$ cat src/rtl/note_playback.sv
// note_playback: reads 48-bit measure words from the note RAM and replays the
// eight eighth-note slots of each measure at the selected tempo. It drives the
// note code, a per-slot strobe, a metronome click and a square-wave tone.
module note_playback #(
  parameter int unsigned MEASURES     = 20,
  parameter int unsigned READ_LATENCY = 2,
  parameter int unsigned SLOT_120     = 18562500,
  parameter int unsigned SLOT_80      = 27843750,
  parameter int unsigned SLOT_60      = 37125000,
  parameter int unsigned CLICK_LEN    = 200000,
  parameter int unsigned CLK_HZ       = 74250000
) (
  input  logic        pixel_clk_in,
  input  logic        rst_n_in,
  input  logic        play_in,
  input  logic [1:0]  BPM,
  output logic [4:0]  mem_addr_out,
  input  logic [47:0] mem_data_in,
  output logic [5:0]  note_out,
  output logic        note_strobe,
  output logic        playing_out,
  output logic        done_out,
  output logic        metronome,
  output logic        audio_out
);

  localparam int unsigned ADDR_W = 5;
  localparam int unsigned WORD_W = 48;
  localparam int unsigned NOTE_W = 6;
  localparam int unsigned SLOT_W = 3;
  localparam int unsigned CNT_W  = 26;
  localparam int unsigned TONE_W = 18;
  localparam int unsigned LUT_N  = 22;
  localparam int unsigned LAT_W  = (READ_LATENCY > 1) ? $clog2(READ_LATENCY) : 1;

  // Half-period table entries are stored for a 74.25 MHz clock and rescaled
  // to CLK_HZ with rounding, so slower clocks get a proportionally scaled table.
  function automatic logic [TONE_W-1:0] tone_half(input logic [31:0] base);
    logic [63:0] v;
    v = (64'(base) * 64'(CLK_HZ) + 64'd37125000) / 64'd74250000;
    if (v == 64'd0) v = 64'd1;
    return TONE_W'(v);
  endfunction

  // Codes 6'h20..6'h35 map to C4..A5 in semitone steps.
  localparam logic [TONE_W-1:0] HALF_LUT [LUT_N] = '{
    tone_half(32'd141901), tone_half(32'd133937), tone_half(32'd126420),
    tone_half(32'd119324), tone_half(32'd112627), tone_half(32'd106306),
    tone_half(32'd100339), tone_half(32'd94708),  tone_half(32'd89392),
    tone_half(32'd84375),  tone_half(32'd79639),  tone_half(32'd75170),
    tone_half(32'd70951),  tone_half(32'd66968),  tone_half(32'd63210),
    tone_half(32'd59662),  tone_half(32'd56314),  tone_half(32'd53153),
    tone_half(32'd50170),  tone_half(32'd47354),  tone_half(32'd44696),
    tone_half(32'd42188)
  };

  typedef enum logic [1:0] {
    ST_IDLE  = 2'd0,
    ST_FETCH = 2'd1,
    ST_PLAY  = 2'd2
  } state_t;

  state_t              r_state;
  state_t              w_state_nxt;

  logic                r_play;
  logic                r_play_d;

  logic [LAT_W-1:0]    r_fetch_cnt;
  logic                r_nf_busy;
  logic [LAT_W-1:0]    r_nf_cnt;
  logic [ADDR_W-1:0]   r_measure;
  logic [SLOT_W-1:0]   r_slot;
  logic [CNT_W-1:0]    r_slot_cnt;
  logic [CNT_W-1:0]    r_slot_len;
  logic [WORD_W-1:0]   r_cur_word;
  logic [WORD_W-1:0]   r_next_word;

  logic [ADDR_W-1:0]   r_addr;
  logic [NOTE_W-1:0]   r_note;
  logic                r_strobe;
  logic                r_playing;
  logic                r_done;
  logic                r_metronome;
  logic                r_audio;
  logic [TONE_W-1:0]   r_tone_cnt;

  logic                w_start;
  logic                w_fetch_done;
  logic                w_new_slot;
  logic                w_new_measure;
  logic                w_finish;

  logic [SLOT_W-1:0]   w_slot_nxt;
  logic [CNT_W-1:0]    w_slot_cnt_nxt;
  logic [CNT_W-1:0]    w_slot_len_sel;
  logic [WORD_W-1:0]   w_word_src;
  logic [NOTE_W-1:0]   w_note_nxt;
  logic                w_slot7_start;
  logic                w_pitched;
  logic [4:0]          w_lut_idx;
  logic [TONE_W-1:0]   w_half;

  assign mem_addr_out = r_addr;
  assign note_out     = r_note;
  assign note_strobe  = r_strobe;
  assign playing_out  = r_playing;
  assign done_out     = r_done;
  assign metronome    = r_metronome;
  assign audio_out    = r_audio;

  // Register play_in once, keep one more stage for rise detection.
  always_ff @(posedge pixel_clk_in or negedge rst_n_in) begin
    if (!rst_n_in) begin
      r_play   <= 1'b0;
      r_play_d <= 1'b0;
    end else begin
      r_play   <= play_in;
      r_play_d <= r_play;
    end
  end

  // FSM state register.
  always_ff @(posedge pixel_clk_in or negedge rst_n_in) begin
    if (!rst_n_in) r_state <= ST_IDLE;
    else           r_state <= w_state_nxt;
  end

  // FSM next state and the sequencing events it raises this cycle.
  always_comb begin
    w_state_nxt   = r_state;
    w_start       = 1'b0;
    w_fetch_done  = 1'b0;
    w_new_slot    = 1'b0;
    w_new_measure = 1'b0;
    w_finish      = 1'b0;
    unique case (r_state)
      ST_IDLE: begin
        w_start = r_play & ~r_play_d;
        if (w_start) w_state_nxt = ST_FETCH;
      end
      ST_FETCH: begin
        if (!r_play) begin
          w_state_nxt = ST_IDLE;
        end else if (r_fetch_cnt == LAT_W'(READ_LATENCY - 1)) begin
          w_fetch_done = 1'b1;
          w_new_slot   = 1'b1;
          w_state_nxt  = ST_PLAY;
        end
      end
      ST_PLAY: begin
        if (!r_play) begin
          w_state_nxt = ST_IDLE;
        end else if (r_slot_cnt == r_slot_len - CNT_W'(1)) begin
          if (r_slot != SLOT_W'(7)) begin
            w_new_slot = 1'b1;
          end else if (r_measure != ADDR_W'(MEASURES - 1)) begin
            w_new_slot    = 1'b1;
            w_new_measure = 1'b1;
          end else begin
            w_finish    = 1'b1;
            w_state_nxt = ST_IDLE;
          end
        end
      end
      default: w_state_nxt = ST_IDLE;
    endcase
  end

  // Next slot index, slot period selection and the note code of the next slot.
  always_comb begin
    w_slot_nxt     = '0;
    w_slot_cnt_nxt = '0;
    w_slot_len_sel = CNT_W'(SLOT_60);
    w_word_src     = r_cur_word;
    w_note_nxt     = '0;
    w_slot7_start  = 1'b0;
    if (r_state == ST_PLAY) w_slot_nxt = r_slot + SLOT_W'(1);
    if (!w_new_slot)        w_slot_cnt_nxt = r_slot_cnt + CNT_W'(1);
    unique case (BPM)
      2'b10:   w_slot_len_sel = CNT_W'(SLOT_120);
      2'b01:   w_slot_len_sel = CNT_W'(SLOT_80);
      default: w_slot_len_sel = CNT_W'(SLOT_60);
    endcase
    if (w_fetch_done)       w_word_src = mem_data_in;
    else if (w_new_measure) w_word_src = r_next_word;
    for (int k = 0; k < 8; k++) begin
      if (w_slot_nxt == SLOT_W'(k)) w_note_nxt = w_word_src[6*k +: 6];
    end
    w_slot7_start = w_new_slot && (r_state == ST_PLAY) && (r_slot == SLOT_W'(6));
  end

  // Measure/slot sequencing, word fetches and the RAM address.
  always_ff @(posedge pixel_clk_in or negedge rst_n_in) begin
    if (!rst_n_in) begin
      r_fetch_cnt <= '0;
      r_nf_busy   <= 1'b0;
      r_nf_cnt    <= '0;
      r_measure   <= '0;
      r_slot      <= '0;
      r_slot_cnt  <= '0;
      r_slot_len  <= '0;
      r_cur_word  <= '0;
      r_next_word <= '0;
      r_addr      <= '0;
    end else if (w_state_nxt == ST_IDLE) begin
      r_fetch_cnt <= '0;
      r_nf_busy   <= 1'b0;
      r_nf_cnt    <= '0;
      r_measure   <= '0;
      r_slot      <= '0;
      r_slot_cnt  <= '0;
      r_slot_len  <= '0;
      r_cur_word  <= '0;
      r_next_word <= '0;
      r_addr      <= '0;
    end else begin
      if (w_start) begin
        r_addr      <= '0;
        r_measure   <= '0;
        r_fetch_cnt <= '0;
      end else if (r_state == ST_FETCH && !w_fetch_done) begin
        r_fetch_cnt <= r_fetch_cnt + LAT_W'(1);
      end
      if (w_new_slot) begin
        r_slot_cnt <= '0;
        r_slot_len <= w_slot_len_sel;
        r_slot     <= w_slot_nxt;
      end else if (r_state == ST_PLAY) begin
        r_slot_cnt <= w_slot_cnt_nxt;
      end
      if (w_fetch_done || w_new_measure) r_cur_word <= w_word_src;
      if (w_new_measure) r_measure <= r_measure + ADDR_W'(1);
      // Prefetch the following measure while its predecessor plays slot 7.
      if (w_slot7_start && (r_measure != ADDR_W'(MEASURES - 1))) begin
        r_addr    <= r_measure + ADDR_W'(1);
        r_nf_busy <= 1'b1;
        r_nf_cnt  <= '0;
      end else if (r_nf_busy) begin
        if (r_nf_cnt == LAT_W'(READ_LATENCY - 1)) begin
          r_next_word <= mem_data_in;
          r_nf_busy   <= 1'b0;
        end else begin
          r_nf_cnt <= r_nf_cnt + LAT_W'(1);
        end
      end
    end
  end

  // Note, strobe, status and metronome outputs.
  always_ff @(posedge pixel_clk_in or negedge rst_n_in) begin
    if (!rst_n_in) begin
      r_note      <= '0;
      r_strobe    <= 1'b0;
      r_playing   <= 1'b0;
      r_done      <= 1'b0;
      r_metronome <= 1'b0;
    end else begin
      r_strobe    <= w_new_slot;
      r_done      <= w_finish;
      r_playing   <= (w_state_nxt != ST_IDLE);
      r_metronome <= (w_state_nxt == ST_PLAY) && (w_slot_cnt_nxt < CNT_W'(CLICK_LEN));
      if (w_state_nxt != ST_PLAY) r_note <= '0;
      else if (w_new_slot)        r_note <= w_note_nxt;
    end
  end

  // Tone lookup for the note currently on note_out.
  always_comb begin
    w_pitched = (r_note >= 6'h20) && (r_note <= 6'h35);
    w_lut_idx = 5'(r_note - 6'h20);
    w_half    = w_pitched ? HALF_LUT[w_lut_idx] : TONE_W'(1);
  end

  // Square-wave generator; a tied note keeps its phase across the strobe.
  always_ff @(posedge pixel_clk_in or negedge rst_n_in) begin
    if (!rst_n_in) begin
      r_tone_cnt <= '0;
      r_audio    <= 1'b0;
    end else if (w_state_nxt != ST_PLAY) begin
      r_tone_cnt <= '0;
      r_audio    <= 1'b0;
    end else if (w_new_slot && (w_note_nxt != r_note)) begin
      r_tone_cnt <= '0;
      r_audio    <= 1'b0;
    end else if (!w_pitched) begin
      r_tone_cnt <= '0;
      r_audio    <= 1'b0;
    end else if (r_tone_cnt == w_half - TONE_W'(1)) begin
      r_tone_cnt <= '0;
      r_audio    <= ~r_audio;
    end else begin
      r_tone_cnt <= r_tone_cnt + TONE_W'(1);
    end
  end

endmodule
$ cat config.mk
export PLATFORM = sky130hd
export DESIGN_NAME = note_playback
export DESIGN_NICKNAME = d
export VERILOG_FILES = /design/src/rtl/note_playback.sv
export SDC_FILE = /design/constraint.sdc
export NUM_CORES = 1
export LEC_CHECK = 0
export ABC_AREA = 1
export BUFFER_PORTS_ARGS = -buffer_cell sky130_fd_sc_hd__buf_2
export CAP_MARGIN = 10
export CORE_ASPECT_RATIO = 2
export CORE_MARGIN = 2
export CORE_UTILIZATION = 27
export CTS_BUF_LIST = sky130_fd_sc_hd__clkbuf_4 sky130_fd_sc_hd__clkbuf_8
export DETAILED_ROUTE_END_ITERATION = 12
export GPL_TIMING_DRIVEN = 0
export SYNTH_ARGS = -nofsm -noshare
export SYNTH_HDL_FRONTEND = slang
export SYNTH_SLANG_ARGS = --single-unit
$ cat constraint.sdc
create_clock -name pixel_clk_in -period 3.5 [get_ports pixel_clk_in]
set_input_delay 0.35 -clock pixel_clk_in [delete_from_list [all_inputs] [get_ports pixel_clk_in]]
set_output_delay 0.35 -clock pixel_clk_in [all_outputs]
set_load 0.01 [all_outputs]
==> results of run 1 <==
[routing by layer]
metal	GRT usage [%]	wire [um]	part of all wire (%)	up-vias
met2	36.7	22600	55	397
met3	2.22	1510	3.7	160
met5	0	0	0	-
met1	17.7	13600	33	5462
met4	14.6	3540	8.6	0
li1	-	-	-	5389
[flip-flops by register name (all words and copies together) (netlist names), 2 cells and up]
| signal | flops |
|---|---|
| mem_addr_out | 5 |
| note_out | 6 |
| r_cur_word | 48 |
| r_measure | 5 |
| r_next_word | 48 |
| r_slot | 3 |
| r_slot_cnt | 26 |
| r_slot_len | 7 |
| r_state | 2 |
| r_tone_cnt | 18 |
[worst paths after layout]
check | slack [ns] | endpoint | cells past startpoint | start
setup / recovery | -0.40 | r_tone_cnt[2] | 27 | r_slot_len[23]
hold / removal | 0.08 | r_next_word[16] | 3 | mem_data_in[16]
setup reg to reg | -0.40 | r_tone_cnt[2] | 27 | r_slot_len[23]
hold reg to reg | 0.51 | r_play_d | 0 | r_play
max in group asynchronous | 2.05 | note_out[1] | 3 | rst_n_in
min in group asynchronous | 0.35 | mem_addr_out[1] | 2 | rst_n_in
[kinds of logic (layout without fill, tap and decap cells)]
group                      count (synthesis)  in the layout  synth area share, %
xor gates and xnor gates                  41             41                 3.21
other                                      0              1                    0
DFF                                      178            178                 39.9
and+or+nand+nor                          789            789                 31.7
buffers and inverters                    266            432                 9.48
adders and majority gates                 24             24                 2.69
AOI/OAI and AO/OA                        259            259                 13.0
[critical path, delay by kind of cell (launching register included)]
family | cells | cell delay, ns
compound gates | 3 | 0.31
fa+ha+maj | 1 | 0.13
buf+inv | 5 | 0.67
flops | 1 | 0.48
simple gates | 18 | 2.21
[report_power, final]
group,internal (mW),switching (mW)
Combinational,0.734,1.47
Clock,0.676,0.869
Sequential,2.13,0.0429
Total,3.54,2.38
[per-stage QoR]
step	instance area, um^2	setup slack (ns)	TNS (ns)
floorplan	11200	0.0233	0
finish	14100	-0.399	-8.53
detailed placement	12200	-1.47	-191.09
global route	14100	-0.644	-25.53
global placement	12200	-1.44	-343.36
CTS	13500	-0.543	-22.11
[repair_timing]
item                                    CTS  global route
pin swaps                                34            52
gates cloned                              2             0
resized for setup                       137           223
endpoints found under the setup margin  173           169
hold buffers                              2             0
setup buffers                            55            12
hold endpoints to repair                 66             0
[cell type report]
class	count	area, um^2
timing repair buffer	138	1080
clock buffer	20	256
clock inverter	12	148
inverter	204	807
fill	4393	26900
tap	535	669
sequential	178	4460
antenna	1	2.50
buffer	58	442
multi-input combinational	1113	6220
[cells in the final DEF (no fill, tap or decap), types with 10 or more instances in the layout]
master and instances:
dfrtp_1 172, nand2_1 336, inv_1 181, o21ai_0 56, a21oi_1 75, nand4_1 25
xnor2_1 14, nor2_4 25, xor2_1 27, buf_2 72, o21ai_1 39, nand2_2 16
o211ai_1 19, ha_1 21, o22ai_1 28, nand3_2 19, buf_6 38, nor2_1 118
nand3b_1 10, nand3_1 142, nor3_1 16, clkbuf_1 13, or2_0 17, buf_4 46
nor2_2 29, o21ai_2 14, clkbuf_8 17, inv_2 14
==> metrics.md, run 1 <==
| Metric | Value |
|---|---|
| Outcome | finished, violations left |
| Failing checks | setup timing |
| Final setup vio count | 36 |
| P&R area growth vs syn | 26.0% |
| Routed length per instance | around 18 um |
| GP Congestion | between 0.9 and 1 |
| CTS max path bufs | 2 |
| PwrDens | 421 nW/um^2 |
| Syn_nets | roughly 1600 |
| Top-area cell type share of the netlist area | 39.9% |
| MaxCap Viol Count | 0 |
| I/O Buffers | about 70 |
| Final hold violations | 0 |
| Crit path capture type | flop |
| Count leader, synth | nand2_1 |
| Die Ht | around 300 um |
| Total gr overflow | 0 |
| Initial Util | ~27% |
| Nets | ~1800 |
| Cell taking the most area after synthesis | dfrtp_1 |
| Worst-path maximum fanout | 7 |
| Async SR Flop Fraction | 100% |
| Hold Slack | between 0.07 and 0.08 ns |
| Critical Path AT | between 4 and 5 ns |
| First-pass GRT wire length | ~63000 um |
| Layout cells sized above 1 | approximately 22% |
| Cells after Synth | between 1500 and 2000 |
| Largest net degree at the start of global routing | about 110 |
| Total GRT Usage | between 10% and 20% |
| Antenna violations before repair | 1 |
| Max Freq | about 0.26 GHz |
| CP required | ~3.9 ns |
| Final min period | about 3.9 ns |
| Die ar. | around 43000 um^2 |
| Final Power | between 5 and 6 mW |
| Finished Layout Cells | between 2000 and 2500 |
| DRT antenna net count | 0 |
| 1st-iter DRT viols | between 700 and 800 |
| Slew Viols, Final | 0 |
| Mapped Avg Cell Area | about 7 um^2 |
| Synth top area cells | dfrtp_1, nand2_1, nand3_1 |
| Post-synth EDFFs | 0 |
| Cell row count | 105 |
| Hold Crit Class | in -> reg |
| H-tree levels | 4 |
| Kind of critical path | reg -> reg |
| Worst slew margin | between 30% and 40% |
| Max IR drop VDD | between 0.2 and 0.3 mV |
| Synthesized area | roughly 11000 um^2 |
| Pre-Repair DR Iteration Count | 6 |
| Placed insts | ~2200 |
| CP max stage delay | 0.48 ns |
| Final wirelength | between 40000 and 50000 um |
| Vias in the first global route | 11700 |
| DIE WIDTH | between 100 and 150 um |
| Final worst slack | -0.399 ns |
| Cell variety after synth | 49 |
| Via/cell ratio | roughly 5.1 |
| CTS tree | done |
| Worst Skew | 0.0231 ns |
| Sequential share of the synthesized area | 39.9% |
| Synth Register Bits | 178 |
| Sink Count | ~180 |
| Final core occ | 34.4% |
| CP max-delay cell | dfrtp_2 |
| DR DRC count | 0 |
| Num CTS Buffers | 17 |
| Synthesis Warnings | 0 |
| Commonest register cell after synthesis | dfrtp_1 |
| Worst-skew pair later-pin latency | just over 0.5 ns |
| Commonest cells in the netlist | nand2_1, inv_1, dfrtp_1 |
| RSZ-0062 raised after global routing | yes |
| IO Pins | slightly below 70 |
| Final critical-path share of the clock period | 111% |
| Pleak | around 6.5 nW |
| Root Buffer | clkbuf_8 |
| Reg clk slew, reported paths | roughly 0.11 ns |
| CORE AREA | a little over 40000 um^2 |
| Post-DP HPWL | 30700 um |
| DR vias | about 11000 |
| Most common cell on crit path | nand2_1 |
| Worst setup SP type | flop |
| Actual slew at the worst max-slew pin | approximately 1.0 ns |
No activity file was read; power rests on OpenSTA's default activity.
==> run 2, diff against run 1 <==
--- a/config.mk
+++ b/config.mk
@@ -11,7 +11,7 @@
 export CORE_ASPECT_RATIO = 2
 export CORE_MARGIN = 2
 export CORE_UTILIZATION = 27
-export CTS_BUF_LIST = sky130_fd_sc_hd__clkbuf_4 sky130_fd_sc_hd__clkbuf_8
+export CTS_BUF_LIST = sky130_fd_sc_hd__clkbuf_8
 export DETAILED_ROUTE_END_ITERATION = 12
 export GPL_TIMING_DRIVEN = 0
 export SYNTH_ARGS = -nofsm -noshare
==> metrics.md, run 2 (synthesized netlist as in run 1, its figures left out) <==
| Metric | Value |
|---|---|
| Final min period | 3.93 ns (was 3.90 ns) |
| Finished Layout Cells | 2259 (unchanged) |
| Nets | 1787 (unchanged) |
| Worst slew margin | 31.6% (was 31.2%) |
| P&R area growth vs syn | 24.9% (was 26.0%) |
| CP required | 3.95 ns (was 3.94 ns) |
| Setup WS pre-CTS | -1.47 ns (unchanged) |
| DR vias | 11500 (was 11400) |
| Final hold violations | 0 (unchanged) |
| Worst-path maximum fanout | 7 (unchanged) |
| Actual slew at the worst max-slew pin | 1.02 ns (was 1.03 ns) |
| Final wirelength | 41100 um (was 41300 um) |
| CP max stage delay | 0.48 ns (about the same) |
| CTS tree | done (unchanged) |
| IO Pins | 69 (unchanged) |
| Initial Util | 27.3% (unchanged) |
| Root Buffer | clkbuf_8 (unchanged) |
| Worst setup SP type | flop (unchanged) |
| Max IR drop VDD | 0.272 mV (about the same) |
| CTS max path bufs | 2 (unchanged) |
| Failing checks | setup timing (unchanged) |
| Final setup vio count | 71 (was 36) |
| Critical path's top delay family | simple AND/OR/NAND/NOR gates (unchanged) |
| Hold_sp | mem_data_in[16] (unchanged) |
| Final core occ | 34.0% (was 34.4%) |
| Critical Path AT | 4.37 ns (was 4.34 ns) |
| Final critical-path share of the clock period | 112% (was 111%) |
| Top Registers | r_cur_word: 48 flops, r_next_word: 48 flops, r_slot_cnt: 26 flops (unchanged) |
| I/O Buffers | 68 (unchanged) |
| Crit path capture type | flop (unchanged) |
| R2r setup slk | -0.43 ns (was -0.40 ns) |
| Worst Setup SP | r_slot_len[23] (unchanged) |
| Setup TNS | -10.82 ns (was -8.53 ns) |
| Most frequent cells in the layout | nand2_1, inv_1, dfrtp_1 (unchanged) |
| Worst Skew | 0.0212 ns (was 0.0231 ns) |
| MaxCap Viol Count | 0 (unchanged) |
| Kind of critical path | reg -> reg (unchanged) |
| Die Ht | 292 um (unchanged) |
| Pleak | 6.51 nW (was 6.53 nW) |
| Cell row count | 105 (unchanged) |
| PwrDens | 417 nW/um^2 (was 421 nW/um^2) |
| Die ar. | 43100 um^2 (unchanged) |
| DR DRC count | 0 (unchanged) |
| Pre-Repair DR Iteration Count | 5 (was 6) |
| Largest net degree at the start of global routing | 114 (unchanged) |
| H-tree levels | 4 (unchanged) |
| Via/cell ratio | 5.09 (was 5.05) |
| Worst-skew pair later-pin latency | 0.52 ns (was 0.51 ns) |
| RSZ-0062 raised after global routing | yes (unchanged) |
| Post-DP HPWL | 30700 um (unchanged) |
| DIE WIDTH | 148 um (unchanged) |
| Outcome | finished, violations left (unchanged) |
| Area post-placement | 12200 um^2 (unchanged) |
| Num CTS Buffers | 17 (unchanged) |
| 1st-iter DRT viols | 801 (was 763) |
| CP max-delay cell | dfrtp_2 (unchanged) |
| Hold Slack | 0.0702 ns (was 0.0776 ns) |
| Final Power | 5.81 mW (was 5.93 mW) |
| Routed length per instance | 18.2 um (was 18.3 um) |
| Hold Crit Class | in -> reg (unchanged) |
| Critical R2R Launch | r_slot_len[23] (unchanged) |
| GP Congestion | 0.987 (unchanged) |
| Reg clk slew, reported paths | 0.11 ns (about the same) |
| Leading cell type in the layout, fill and taps excluded | nand2_1 (unchanged) |
| Layout cells sized above 1 | 20.7% (was 21.9%) |
| CORE AREA | 41000 um^2 (unchanged) |
| DRT antenna net count | 0 (unchanged) |
| Antenna violations before repair | 1 (unchanged) |
| Slew Viols, Final | 0 (unchanged) |
| First-pass GRT wire length | 63100 um (about the same) |
| Final Instance Area | 14000 um^2 (was 14100 um^2) |
| Max Freq | 0.255 GHz (was 0.256 GHz) |
| Crit path buf inv count | 5 (unchanged) |
| Final worst slack | -0.425 ns (was -0.399 ns) |
| Placed insts | 2161 (unchanged) |
| Vias in the first global route | 11800 (was 11700) |
| Total GRT Usage | 19.0% (about the same) |
| Total gr overflow | 0 (unchanged) |
| Sink Count | 178 (unchanged) |
run 2: cell count changes in the layout (fill, tap and decap cells not counted), sizes merged:
cell and change:
buf -5, clkbuf +2, inv +3
run 2: power breakdown:
part	leakage [nW]	total, mW	internal (mW)	switching [mW]
combinational	3.84	2.12	0.688	1.43
clock	0.209	1.52	0.644	0.872
sequential	2.47	2.18	2.13	0.0427
total	6.51	5.81	3.47	2.35
run 2: worst reg2reg max path, delay by kind of cell, from the launching register on:
kind,cells,cell delay (ns)
adder cells (fa/ha/maj),2,0.33
AND/OR/NAND/NOR,19,2.22
buffers and inverters,5,0.60
AO/OA/AOI/OAI,2,0.22
flip-flops,1,0.48
run 2: layout make-up:
class                      instances  area [um^2]
antenna                            1         2.50
buffer                            58          399
clock buffer                      17          234
clock inverter                    15          159
fill                            4420        27000
inverter                         204          805
multi-input combinational       1113         6170
sequential                       178         4460
tap                              535          669
timing repair buffer             138         1060
run 2: final timing paths:
| path | end | cells after the start |
|---|---|---|
| hold / removal | r_next_word[16] | 3 |
| max in group asynchronous | note_out[1] | 3 |
| hold reg to reg | r_play_d | 0 |
| setup reg to reg | r_tone_cnt[2] | 28 |
| min in group asynchronous | mem_addr_out[1] | 2 |
| setup / recovery | r_tone_cnt[2] | 28 |
run 2: per-layer routing:
| metal | share of wire (%) | global-route usage (%) | wire [um] | vias to the layer above |
|---|---|---|---|---|
| li1 | - | - | - | 5391 |
| met1 | 32 | 17.6 | 13300 | 5495 |
| met2 | 55 | 36.6 | 22500 | 438 |
| met3 | 4.1 | 2.25 | 1680 | 165 |
| met4 | 8.8 | 15.1 | 3630 | 0 |
| met5 | 0 | 0 | 0 | - |
run 2: timing repair:
action                                  CTS  global route
hold buffers                              2             0
setup buffers                            55            11
pin swaps                                34            50
endpoints found under the hold margin    66             0
cloned                                    2             0
gates resized for setup                 137           167
endpoints found under the setup margin  173           169
==> run 3, diff against run 2 <==
==> constraint.sdc (replaced) <==
create_clock -name pixel_clk_in -period 3.5 [get_ports pixel_clk_in]
set_input_delay 0.35 -clock pixel_clk_in [delete_from_list [all_inputs] [get_ports pixel_clk_in]]
set_output_delay 0.35 -clock pixel_clk_in [all_outputs]
set_load 0.05 [all_outputs]
==> metrics.md, run 3 (synthesized netlist as in run 1, its figures left out) <==
| Metric | Value |
|---|---|
| Total GRT Usage | 19.0% (about the same) |
| RSZ-0062 raised after global routing | yes (unchanged) |
| CORE AREA | 41000 um^2 (unchanged) |
| Top Registers | r_cur_word: 48 flops, r_next_word: 48 flops, r_slot_cnt: 26 flops (unchanged) |
| Net Switching | 2.31 mW (was 2.35 mW) |
| PwrDens | 418 nW/um^2 (was 417 nW/um^2) |
| Crit path capture type | flop (unchanged) |
| P&R area growth vs syn | 26.2% (was 24.9%) |
| Outcome | finished, violations left (unchanged) |
| Clock power frac | 27.0% (was 26.1%) |
| Via/cell ratio | 5.05 (was 5.09) |
| CP max-delay cell | dfrtp_1 (was dfrtp_2) |
| CTS tree | done (unchanged) |
| Most common cell on crit path | nand3_4 |
| Placed insts | 2161 (unchanged) |
| Final worst slack | -0.475 ns (was -0.425 ns) |
| Pleak | 6.56 nW (was 6.51 nW) |
| Leading cell type in the layout, fill and taps excluded | nand2_1 (unchanged) |
| Worst Setup SP | r_slot_len[23] (unchanged) |
| I/O Buffers | 68 (unchanged) |
| Max IR drop VDD | 0.259 mV (was 0.272 mV) |
| Num CTS Buffers | 17 (unchanged) |
| Critical R2R Launch | r_slot_len[23] (unchanged) |
| Final wirelength | 41000 um (was 41100 um) |
| Total gr overflow | 0 (unchanged) |
| GP Congestion | 0.949 (was 0.987) |
| DRT antenna net count | 0 (unchanged) |
| Most frequent cells in the layout | nand2_1, inv_1, dfrtp_1 (unchanged) |
| Reg clk slew, reported paths | 0.10 ns (was 0.11 ns) |
| Slew Viols, Final | 0 (unchanged) |
| Internal power | 3.58 mW (was 3.47 mW) |
| Post-DP HPWL | 30800 um (was 30700 um) |
| IO Pins | 69 (unchanged) |
| Routed length per instance | 18.2 um (about the same) |
| Max Freq | 0.252 GHz (was 0.255 GHz) |
| Nets | 1788 (was 1787) |
| DR DRC count | 0 (unchanged) |
| Critical Path AT | 4.41 ns (was 4.37 ns) |
| Worst Skew | 0.0221 ns (was 0.0212 ns) |
| Worst slew margin | 42.4% (was 31.6%) |
| 1st-iter DRT viols | 744 (was 801) |
| R2R depth | 29 (was 28) |
| Worst R2R End | r_tone_cnt[3] (was r_tone_cnt[2]) |
| Setup TNS | -14.10 ns (was -10.82 ns) |
| Die ar. | 43100 um^2 (unchanged) |
| Cell row count | 105 (unchanged) |
| CTS max path bufs | 2 (unchanged) |
| Final hold violations | 0 (unchanged) |
| Failing checks | setup timing (unchanged) |
| Finished Layout Cells | 2259 (unchanged) |
| Layout cells sized above 1 | 21.1% (was 20.7%) |
| Root Buffer | clkbuf_8 (unchanged) |
| R2r setup slk | -0.48 ns (was -0.43 ns) |
| Final min period | 3.98 ns (was 3.93 ns) |
| Vias in the first global route | 11600 (was 11800) |
| Worst-path maximum fanout | 9 (was 7) |
| Sink Count | 178 (unchanged) |
| CP endpoint | r_tone_cnt[3] (was r_tone_cnt[2]) |
| Largest net degree at the start of global routing | 114 (unchanged) |
| CP max stage delay | 0.38 ns (was 0.48 ns) |
| DR vias | 11400 (was 11500) |
| Actual slew at the worst max-slew pin | 0.858 ns (was 1.02 ns) |
| Final setup vio count | 91 (was 71) |
| First-pass GRT wire length | 63200 um (was 63100 um) |
| MaxCap Viol Count | 0 (unchanged) |
| Die Ht | 292 um (unchanged) |
| Worst setup SP type | flop (unchanged) |
| Comb pwr share | 36.0% (was 36.5%) |
| Worst-skew pair later-pin latency | 0.51 ns (was 0.52 ns) |
| Kind of critical path | reg -> reg (unchanged) |
| Final critical-path share of the clock period | 114% (was 112%) |
| Antenna violations before repair | 1 (unchanged) |
| Initial Util | 27.3% (unchanged) |
| Sequential power share | 36.9% (was 37.4%) |
| H-tree levels | 4 (unchanged) |
| CP required | 3.94 ns (was 3.95 ns) |
| DIE WIDTH | 148 um (unchanged) |
| Final core occ | 34.4% (was 34.0%) |
| Switching share of power | 39.2% (was 40.4%) |
| Hold Crit Class | in -> reg (unchanged) |
| Pre-Repair DR Iteration Count | 6 (was 5) |
[run 3: changes by cell type in the layout (fill, tap and decap cells not counted), moves of 3 or more]
cell / delta
buf_6: +9
nand2_1: -5
nand3_2: -4
inv_2: -3
buf_2: +3
nor2_4: +3
o21ai_1: +9
clkbuf_4: -6
nand2_4: +3
o21ai_0: -10
buf_4: -7
inv_1: +3
[run 3: routing by layer]
layer | track usage, % | vias up | routed length, um
met1 | 17.5 | 5470 | 13300
li1 | - | 5399 | -
met2 | 37.2 | 397 | 22800
met4 | 14.3 | 0 | 3490
met3 | 2.22 | 152 | 1400
met5 | 0 | - | 0
[run 3: layout make-up]
| class | count | area [um^2] |
|---|---|---|
| Clock buffer | 17 | 234 |
| Clock inverter | 14 | 188 |
| Sequential cell | 178 | 4460 |
| Timing Repair Buffer | 135 | 1040 |
| Tap cell | 535 | 669 |
| Antenna cell | 1 | 2.50 |
| Multi-Input combinational cell | 1114 | 6230 |
| Buffer | 61 | 479 |
| Inverter | 204 | 803 |
| Fill cell | 4402 | 26900 |
[run 3: critical path, delay by kind of cell, from the launching register on]
kind	cells	cell delay, ns
and+or+nand+nor	22	2.47
buffers and inverters	7	1.00
DFF	1	0.38
[run 3: how the worst min path moves through the flow]
stage                         start              end  slack (ns)  cells after the start
floorplan                  rst_n_in        audio_out        0.05                      0
global placement            play_in           r_play        0.48                      1
detailed placement         rst_n_in  mem_addr_out[1]        0.34                      1
CTS                 mem_data_in[14]  r_next_word[14]        0.05                      3
global route        mem_data_in[19]  r_next_word[19]        0.08                      3
finish              mem_data_in[14]  r_next_word[14]        0.08                      3
[run 3: stage by stage]
stage                     area [um^2]  setup WS, ns  power (mW)  hold WS [ns]
after floorplan                 11200        0.0149        3.19        0.0544
after global placement          12200         -1.52        3.87         0.483
after detailed placement        12200         -1.53        3.88         0.343
after CTS                       13600        -0.364        5.71        0.0539
after global routing            14100        -0.660        6.17        0.0800
final                           14100        -0.475        5.89        0.0822
[run 3: timing repair]
item	4_1_cts	5_1_grt
endpoints found under the hold margin	66	0
resized for setup	148	203
pin swaps	30	43
setup buffers	53	16
hold buffers	2	0
endpoints found under the setup margin	173	169
cloned	2	2
[run 3: power by group through the flow]
stage / Sequential, mW / Clock [mW] / Combinational, mW
floorplan: 2.23 / 0 / 0.960
global placement: 2.21 / 0 / 1.65
detailed placement: 2.22 / 0 / 1.66
CTS: 2.18 / 1.63 / 1.90
global route: 2.19 / 1.70 / 2.28
finish: 2.18 / 1.59 / 2.12
